## src/rtl/spi_ram_master_ctrl.sv

```systemverilog
// SPI master that turns single-byte bus reads/writes into 10-bit SPI RAM command frames,
// skipping the address frame when the slave's address register already holds req_addr.
module spi_ram_master_ctrl #(
  parameter int ADDR_SIZE  = 8,
  parameter int RD_LAT     = 3,
  parameter int GAP_CYCLES = 1,
  parameter int SKIP_ADDR  = 1
) (
  input  logic                 clk,
  input  logic                 rst_n,
  input  logic                 req_valid,
  output logic                 req_ready,
  input  logic                 req_rw,
  input  logic [ADDR_SIZE-1:0] req_addr,
  input  logic [7:0]           req_wdata,
  output logic                 rsp_valid,
  output logic [7:0]           rsp_rdata,
  output logic                 busy,
  output logic                 SS_n,
  output logic                 MOSI,
  input  logic                 MISO
);

  typedef enum logic [2:0] {
    S_IDLE, S_ADDR_FRM, S_GAP, S_DATA_FRM, S_RD_CAP, S_DONE
  } state_e;

  localparam logic [1:0] CMD_WR_ADDR = 2'b00;
  localparam logic [1:0] CMD_WR_DATA = 2'b01;
  localparam logic [1:0] CMD_RD_ADDR = 2'b10;
  localparam logic [1:0] CMD_RD_DATA = 2'b11;

  localparam int             GW        = $clog2(GAP_CYCLES + 1);
  localparam logic [GW-1:0]  GAP_MAX   = GW'(GAP_CYCLES);
  localparam logic [4:0]     CAP_SS    = 5'd8;
  localparam logic [4:0]     CAP_FIRST = 5'(RD_LAT + 1);
  localparam logic [4:0]     CAP_LAST  = 5'(RD_LAT + 8);

  state_e                 state_q, state_d;
  logic                   ss_n_q, ss_n_d, mosi_q, mosi_d;
  logic                   rsp_valid_q, rsp_valid_d, busy_q, busy_d, req_ready_q, req_ready_d;
  logic [7:0]             rsp_rdata_q, rsp_rdata_d;
  logic                   rw_q, rw_d;
  logic [ADDR_SIZE-1:0]   addr_q, addr_d, cache_addr_q, cache_addr_d;
  logic [7:0]             wdata_q, wdata_d, rx_q, rx_d;
  logic                   cache_vld_q, cache_vld_d;
  logic [3:0]             bit_cnt_q, bit_cnt_d;
  logic [4:0]             cap_cnt_q, cap_cnt_d, cap_nxt;
  logic [GW-1:0]          gap_cnt_q, gap_cnt_d;
  logic [11:0]            tx_q, tx_d;
  logic [11:0]            addr_full, data_full, start_full;
  logic                   gap_ok, skip;

  // Full 12-bit frame image: two dummy zeros, then {cmd, byte} MSB first.
  assign addr_full  = {2'b00, (rw_q ? CMD_RD_ADDR : CMD_WR_ADDR), 8'(addr_q)};
  assign data_full  = {2'b00, (rw_q ? CMD_RD_DATA : CMD_WR_DATA), (rw_q ? 8'h00 : wdata_q)};
  assign start_full = (state_q == S_ADDR_FRM) ? addr_full : data_full;
  assign gap_ok     = (int'(gap_cnt_q) + 1) >= GAP_CYCLES;
  assign skip       = (SKIP_ADDR != 0) && cache_vld_q && (cache_addr_q == req_addr);
  assign cap_nxt    = cap_cnt_q + 5'd1;

  always_comb begin
    state_d      = state_q;
    ss_n_d       = ss_n_q;
    mosi_d       = mosi_q;
    rsp_valid_d  = 1'b0;
    rsp_rdata_d  = rsp_rdata_q;
    rw_d         = rw_q;
    addr_d       = addr_q;
    wdata_d      = wdata_q;
    cache_vld_d  = cache_vld_q;
    cache_addr_d = cache_addr_q;
    bit_cnt_d    = bit_cnt_q;
    cap_cnt_d    = cap_cnt_q;
    tx_d         = tx_q;
    rx_d         = rx_q;

    case (state_q)
      S_IDLE: begin
        if (req_valid) begin
          rw_d    = req_rw;
          addr_d  = req_addr;
          wdata_d = req_wdata;
          state_d = skip ? S_DATA_FRM : S_ADDR_FRM;
        end
      end
      S_ADDR_FRM, S_DATA_FRM: begin
        if (ss_n_q) begin
          // Frame not yet started: hold SS_n high until the inter-frame gap is met.
          if (gap_ok) begin
            ss_n_d    = 1'b0;
            mosi_d    = start_full[11];
            tx_d      = {start_full[10:0], 1'b0};
            bit_cnt_d = 4'd0;
          end
        end else if (bit_cnt_q != 4'd11) begin
          bit_cnt_d = bit_cnt_q + 4'd1;
          mosi_d    = tx_q[11];
          tx_d      = {tx_q[10:0], 1'b0};
        end else begin
          mosi_d = 1'b0;
          if (state_q == S_ADDR_FRM) begin
            ss_n_d       = 1'b1;
            cache_vld_d  = 1'b1;
            cache_addr_d = addr_q;
            state_d      = S_GAP;
          end else if (rw_q) begin
            cap_cnt_d = 5'd0;
            rx_d      = 8'h00;
            state_d   = S_RD_CAP;
          end else begin
            ss_n_d      = 1'b1;
            rsp_valid_d = 1'b1;
            state_d     = S_DONE;
          end
        end
      end
      S_GAP: begin
        if (gap_ok) begin
          ss_n_d    = 1'b0;
          mosi_d    = start_full[11];
          tx_d      = {start_full[10:0], 1'b0};
          bit_cnt_d = 4'd0;
          state_d   = S_DATA_FRM;
        end
      end
      S_RD_CAP: begin
        // cap_nxt counts edges after the command's last bit; SS_n may rise before bit 0.
        cap_cnt_d = cap_nxt;
        if (cap_nxt == CAP_SS) ss_n_d = 1'b1;
        if (cap_nxt >= CAP_FIRST && cap_nxt <= CAP_LAST) rx_d = {rx_q[6:0], MISO};
        if (cap_nxt == CAP_LAST) begin
          rsp_valid_d = 1'b1;
          rsp_rdata_d = {rx_q[6:0], MISO};
          state_d     = S_DONE;
        end
      end
      S_DONE: state_d = S_IDLE;
      default: state_d = S_IDLE;
    endcase

    gap_cnt_d = gap_cnt_q;
    if (!ss_n_q && ss_n_d)                  gap_cnt_d = '0;
    else if (ss_n_q && gap_cnt_q != GAP_MAX) gap_cnt_d = gap_cnt_q + 1'b1;

    req_ready_d = (state_d == S_IDLE);
    busy_d      = (state_d != S_IDLE);
  end

  always_ff @(posedge clk or negedge rst_n) begin
    if (!rst_n) begin
      state_q      <= S_IDLE;
      ss_n_q       <= 1'b1;
      mosi_q       <= 1'b0;
      rsp_valid_q  <= 1'b0;
      rsp_rdata_q  <= 8'h00;
      busy_q       <= 1'b0;
      req_ready_q  <= 1'b1;
      rw_q         <= 1'b0;
      addr_q       <= '0;
      wdata_q      <= 8'h00;
      cache_vld_q  <= 1'b0;
      cache_addr_q <= '0;
      bit_cnt_q    <= 4'd0;
      cap_cnt_q    <= 5'd0;
      gap_cnt_q    <= GAP_MAX;
      tx_q         <= 12'h000;
      rx_q         <= 8'h00;
    end else begin
      state_q      <= state_d;
      ss_n_q       <= ss_n_d;
      mosi_q       <= mosi_d;
      rsp_valid_q  <= rsp_valid_d;
      rsp_rdata_q  <= rsp_rdata_d;
      busy_q       <= busy_d;
      req_ready_q  <= req_ready_d;
      rw_q         <= rw_d;
      addr_q       <= addr_d;
      wdata_q      <= wdata_d;
      cache_vld_q  <= cache_vld_d;
      cache_addr_q <= cache_addr_d;
      bit_cnt_q    <= bit_cnt_d;
      cap_cnt_q    <= cap_cnt_d;
      gap_cnt_q    <= gap_cnt_d;
      tx_q         <= tx_d;
      rx_q         <= rx_d;
    end
  end

  assign req_ready = req_ready_q;
  assign busy      = busy_q;
  assign rsp_valid = rsp_valid_q;
  assign rsp_rdata = rsp_rdata_q;
  assign SS_n      = ss_n_q;
  assign MOSI      = mosi_q;

endmodule
```

## config.mk

```make
export PLATFORM = sky130hd
export DESIGN_NAME = spi_ram_master_ctrl
export DESIGN_NICKNAME = d
export VERILOG_FILES = /design/src/rtl/spi_ram_master_ctrl.sv
export SDC_FILE = /design/constraint.sdc
export NUM_CORES = 1
export LEC_CHECK = 0
export CAP_MARGIN = 20
export CORE_MARGIN = 2
export CORE_UTILIZATION = 41
export CTS_BUF_LIST = sky130_fd_sc_hd__clkbuf_16
export DETAILED_ROUTE_END_ITERATION = 10
export GPL_TIMING_DRIVEN = 0
export MAX_ROUTING_LAYER = met4
export SYNTH_ARGS = -nofsm -noshare
export SYNTH_HDL_FRONTEND = slang
export SYNTH_SLANG_ARGS = --single-unit
```

## constraint.sdc

```tcl
create_clock -name clk -period 4.9 [get_ports clk]
set_input_delay 0.98 -clock clk [delete_from_list [all_inputs] [get_ports clk]]
set_output_delay 0.98 -clock clk [all_outputs]
set_load 0.02 [all_outputs]
```

Word-level counts from Yosys, hierarchy flattened --
Index checks and enable logic that the tools add are counted.
Word-level totals: register bits after elaboration 71, output and inout port bits 13, bits of input ports 21, word-level logic and storage cells 110
Cells by class: $lt $le $gt $ge 3, equality and inequality tests 14, mux-type cells 51, reductions and logical operators 18, bitwise gates (word level) 3, add/subtract/negate cells 4
Operators with widths (count):
- $mux 12 | 3
- $mux 7 | 5
- $pmux 12 s2 | 1
- $mux 5 | 4
- $mux 3 | 6
- $mux 1 | 17
- $pmux 7 s2 | 1
- $mux 4 | 3
- $pmux 3 s4 | 1
- $eq 5x4->1 const B | 2
- $mux 10 | 1
- $ne 2x2->1 const B | 5
- $pmux 5 s2 | 1
- $eq 8x8->1 | 1
- $mux 8 | 1
- $pmux 4 s2 | 1
- $eq 3x2->1 const B | 2
- $logic_not 3->1 | 2
- $mux 2 | 3
- $reduce_and 2->1 | 3
- $reduce_and 6->1 | 1
- $reduce_bool 2->1 | 3
- $add 5x1->5 const B | 1
- $ge 5x3->1 const B | 1
- other kinds (18) | 24

Longest topological paths before layout --
Gate-level depths: netlist of run 1.
word-level depth 7, mapped depth 8, depth with buffers taken out 6

Least setup slack after synthesis of run 1 --
No wires, ideal clock.
path kind input to register, start input req_valid, end register addr_q[0], library setup time 128 ps, arrival time 1941 ps, buffers on the path 1, slack 2832 ps, stages 3, data required time 4772 ps, cell sequence nor4b_4 buf_4 mux2_1
On the way: cells in the longest elaborated chain, start to end 1
RTL lines:
- start, declared | RTL line 11 | input logic req_valid,
- $reduce_and 2->1 (no line)
- end signal, assigned | RTL line 178 | addr_q <= addr_d;
- end, declared | RTL line 44 | logic [ADDR_SIZE-1:0] addr_q, addr_d, cache_addr_q, cache_addr_d;
No other way between the ends. A chain may end at the register's enable or synchronous reset.

Worst setup path in the final report of run 1 --
Same ends and word-level chain as after synthesis.

==> results of run 1 <==
==> critical path, cell delays in order <==
cell and delay [ns]:
clkdlybuf4s50_1 0.51, nor4b_4 0.59, buf_4 0.32, mux2_1 0.34
==> power groups by stage <==
stage | logic, mW | registers (mW) | clock network [mW]
global route | 0.656 | 0.915 | 0.724
global placement | 0.569 | 0.893 | 0
finish | 0.576 | 0.890 | 0.679
detailed placement | 0.583 | 0.902 | 0
CTS | 0.586 | 0.892 | 0.695
floorplan | 0.427 | 0.872 | 0
==> state kept, by name, summed over array words and instances, names as in the netlist, 4 cells and up <==
| name | cells |
|---|---|
| cap_cnt_q | 5 |
| rx_q | 7 |
| rsp_rdata | 8 |
| cache_addr_q | 8 |
| addr_q | 8 |
| wdata_q | 8 |
| tx_q | 11 |
| bit_cnt_q | 4 |
==> area by class of cell <==
| type | count | area (um2) | share of cell area (%) |
|---|---|---|---|
| flip-flops and latches | 69 | 1730 | 41.5 |
| multi-input cells | 206 | 1510 | 36.2 |
| repair buffers | 33 | 328 | 7.86 |
| clock buffers | 9 | 225 | 5.40 |
| well taps | 105 | 131 | 3.15 |
| plain buffers | 18 | 110 | 2.64 |
| clock inverters | 7 | 91.3 | 2.19 |
| inverters | 12 | 45.0 | 1.08 |
==> per-stage QoR <==
step / power [mW] / cells
finish: 2.14 / 459
global route: 2.29 / 459
CTS: 2.17 / 459
detailed placement: 1.48 / 443
global placement: 1.46 / 443
floorplan: 1.30 / 305
==> worst max-delay path by stage <==
stage | startpoint | end | slack (ns) | cells past startpoint
after floorplan | req_valid | addr_q[0]$_DFFE_PN0P_ | 2.83 | 3
after CTS | req_valid | addr_q[0]$_DFFE_PN0P_ | 2.35 | 4
final | req_valid | addr_q[0]$_DFFE_PN0P_ | 2.37 | 4
after detailed placement | req_valid | addr_q[0]$_DFFE_PN0P_ | 2.01 | 4
after global routing | req_valid | state_q[1]$_DFF_PN0_ | 2.26 | 5
after global placement | rst_n | cap_cnt_q[4]$_DFFE_PN0P_ | 0.41 | 1
==> per-layer routing <==
layer,share of wire [%],routed length (um)
met1,51,3370
met2,45,3000
met3,2.4,158
met4,2.1,142
met5,0,0
==> logic make-up (layout without fill, tap and decap cells) <==
group,after synthesis,count (layout),synth area share [%]
AND/OR/NAND/NOR,89,89,15.5
flip-flops,69,69,50.9
AO/OA/AOI/OAI,61,61,11.4
multiplexers,41,41,13.3
buffers and inverters,30,79,4.57
XOR/XNOR,11,11,2.84
adder cells (fa/ha/maj),4,4,1.47
==> placed cells by master (no fill, tap or decap), types with 5 or more instances in the layout <==
cell,instances
mux2i_1,8
dfrtp_1,67
nand3b_1,8
mux2_1,12
clkbuf_1,5
buf_2,7
inv_1,13
nand2b_1,5
mux2_2,21
a21oi_1,22
nand2_1,34
xor2_1,8
clkdlybuf4s50_1,32
nor2_1,7
o21ai_0,9
clkbuf_16,9
nand3_1,11
o21ai_1,13
==> impl_metrics.env, run 1 <==
export IMPL_routed_wl_um=6670
export IMPL_initial_utilization_pct=41.7
export IMPL_final_cell_area_um2=4170
export IMPL_period_share_pct=51.7
export IMPL_dr_pass1_iters=4
export IMPL_globalRouteMet2Util_pct=24.0
export IMPL_syn_avg_cell_area_um2=11.1
export IMPL_cts_resized=0
export IMPL_pin_count=34
export IMPL_core_area_um2=8130
export IMPL_grt_pass1_vias=2295
export IMPL_place_hpwl_um=4670
export IMPL_grt_pass1_wl_um=11600
export IMPL_swShare_pct=31.2
export IMPL_skew_ns=0.00433
export IMPL_ys_seq_elements=69
export IMPL_clkPwrFrac_pct=31.7
export IMPL_drive_gt1_share_pct=17.2
export IMPL_drt_vias_per_instance=5.12
export IMPL_yosysSeqAreaShare_pct=50.9
export IMPL_cts_tree="done"
export IMPL_globalRouteOverflowTotal=0
export IMPL_p_sw_mw=0.669
export IMPL_r2r_slack_ns=2.77
export IMPL_ir_drop_mv=0.258
export IMPL_place_ws_ns=2.01
export IMPL_drv_slew=0
export IMPL_synth_top_cell_by_area="dfrtp_1"
export IMPL_rsz0062_at_grt="false"
export IMPL_drt_iter0_markers=145
export IMPL_setup_tns_final_ns=0
export IMPL_end_kind="flop"
export IMPL_p_comb_share_pct=26.9
export IMPL_top_usage_layer="met1"
export IMPL_h_tree_depth=3
export IMPL_drc=0
export IMPL_num_fill_cells=720
export IMPL_cts_root_buf="clkbuf_16"
export IMPL_cp_required_ns=5.11
export IMPL_tritoncts_num_buffers=9
export IMPL_antenna_found_initial=0
export IMPL_grt_util_met3_pct=2.87
export IMPL_cts_sinks=69
export IMPL_die_area_um2=9030
export IMPL_p_seq_share_pct=41.5
export IMPL_tightest_slew_ns=0.868
export IMPL_synth_common_cells="dfrtp_1, nand2_1, a21oi_1"
export IMPL_setup_ws_ns=2.37
export IMPL_p_per_area_nw_per_um2=514
export IMPL_post_cts_setup_buffers=0
export IMPL_gr_usage_met1_pct=25.5
export IMPL_insertion_delay_ns=0.33
export IMPL_hp_start="cache_vld_q$_DFFE_PN0P_"
export IMPL_min_delay_path_depth=1
export IMPL_fmax_mhz=395
export IMPL_ys_flop_type="dfrtp_1"
export IMPL_die_x_um=95.0
export IMPL_timing_hold_ws_ns=0.469
export IMPL_n_antenna_cell=0
export IMPL_yosys_cell_types_count=54
export IMPL_r2r_end="rx_q[4]$_DFFE_PN0P_"
export IMPL_gp_congestion=0.793
export IMPL_io_buffer_count=33
export IMPL_placed_cell_area_um2=3850
export IMPL_worstPathMaxFanout=10
export IMPL_holdPathEnd="cache_vld_q$_DFFE_PN0P_"
export IMPL_grt_total_usage_pct=17.5
export IMPL_wl_per_cell_um=14.5
export IMPL_synth_edf_count=0
export IMPL_fin_nets=374
export IMPL_synth_top_area_share_pct=49.4
export IMPL_synth_area_um2=3400
export IMPL_hold_viol_final=0
export IMPL_status="finished clean"
export IMPL_clk_pin_slew_worst_paths_ns=0.05
export IMPL_p_leak_nw=1.82
export IMPL_synth_area_top_cells="dfrtp_1, mux2_2, mux2_1"
export IMPL_rr_startpoint="cap_cnt_q[1]$_DFFE_PN0P_"
export IMPL_grt_max_degree=70
export IMPL_timing_final_crit_period_ns=2.53
export IMPL_clockBufferDepth=2
export IMPL_setup_violations=0
export IMPL_maxCapViolations=0
export IMPL_ant_nets=0
export IMPL_cp_start_kind="input pin"
export IMPL_num_vias=2351
export IMPL_rr_worst_depth=6
export IMPL_synth_most_common_cell="dfrtp_1"
export IMPL_areaGrowthSynthToFinish_pct=22.8
export IMPL_cp_arrival_ns=2.74
export IMPL_internal_power_mw=1.48
export IMPL_fin_util_pct=51.3
export IMPL_relSlewSlack_pct=42.1
export IMPL_fp_row_count=33
export IMPL_async_flop_share_pct=100
export IMPL_yosysWarnings=0
export IMPL_path_class="input pin to flop"
export IMPL_die_h_um=95.0
export IMPL_synth_nets=330
export IMPL_netlist_instances=305
export IMPL_hold_path_class="flop to flop"
export IMPL_cts_hold_buffers_added=0
No activity file was read; power rests on OpenSTA's default activity.
==> run 2, diff against run 1 <==
==> constraint.sdc (replaced) <==
create_clock -name clk -period 2.5 [get_ports clk]
set_input_delay 0.5 -clock clk [delete_from_list [all_inputs] [get_ports clk]]
set_output_delay 0.5 -clock clk [all_outputs]
set_load 0.02 [all_outputs]
==> results of run 2 <==
Same layout as run 1 (identical final DEF). Status: finished clean.
Main changes from that run: setup slack after placement 2.01 ns -> 0.0878 ns; setup slack after layout 2.37 ns -> 0.372 ns; hold slack 0.469 ns -> 0.278 ns; start point of the critical path req_valid -> cap_cnt_q[1]$_DFFE_PN0P_; end point of the critical path addr_q[0]$_DFFE_PN0P_ -> rx_q[4]$_DFFE_PN0P_; register-to-register setup slack 2.77 ns -> 0.37 ns; total power 2.14 mW -> 4.20 mW; worst IR drop on VDD 0.258 mV -> 0.506 mV
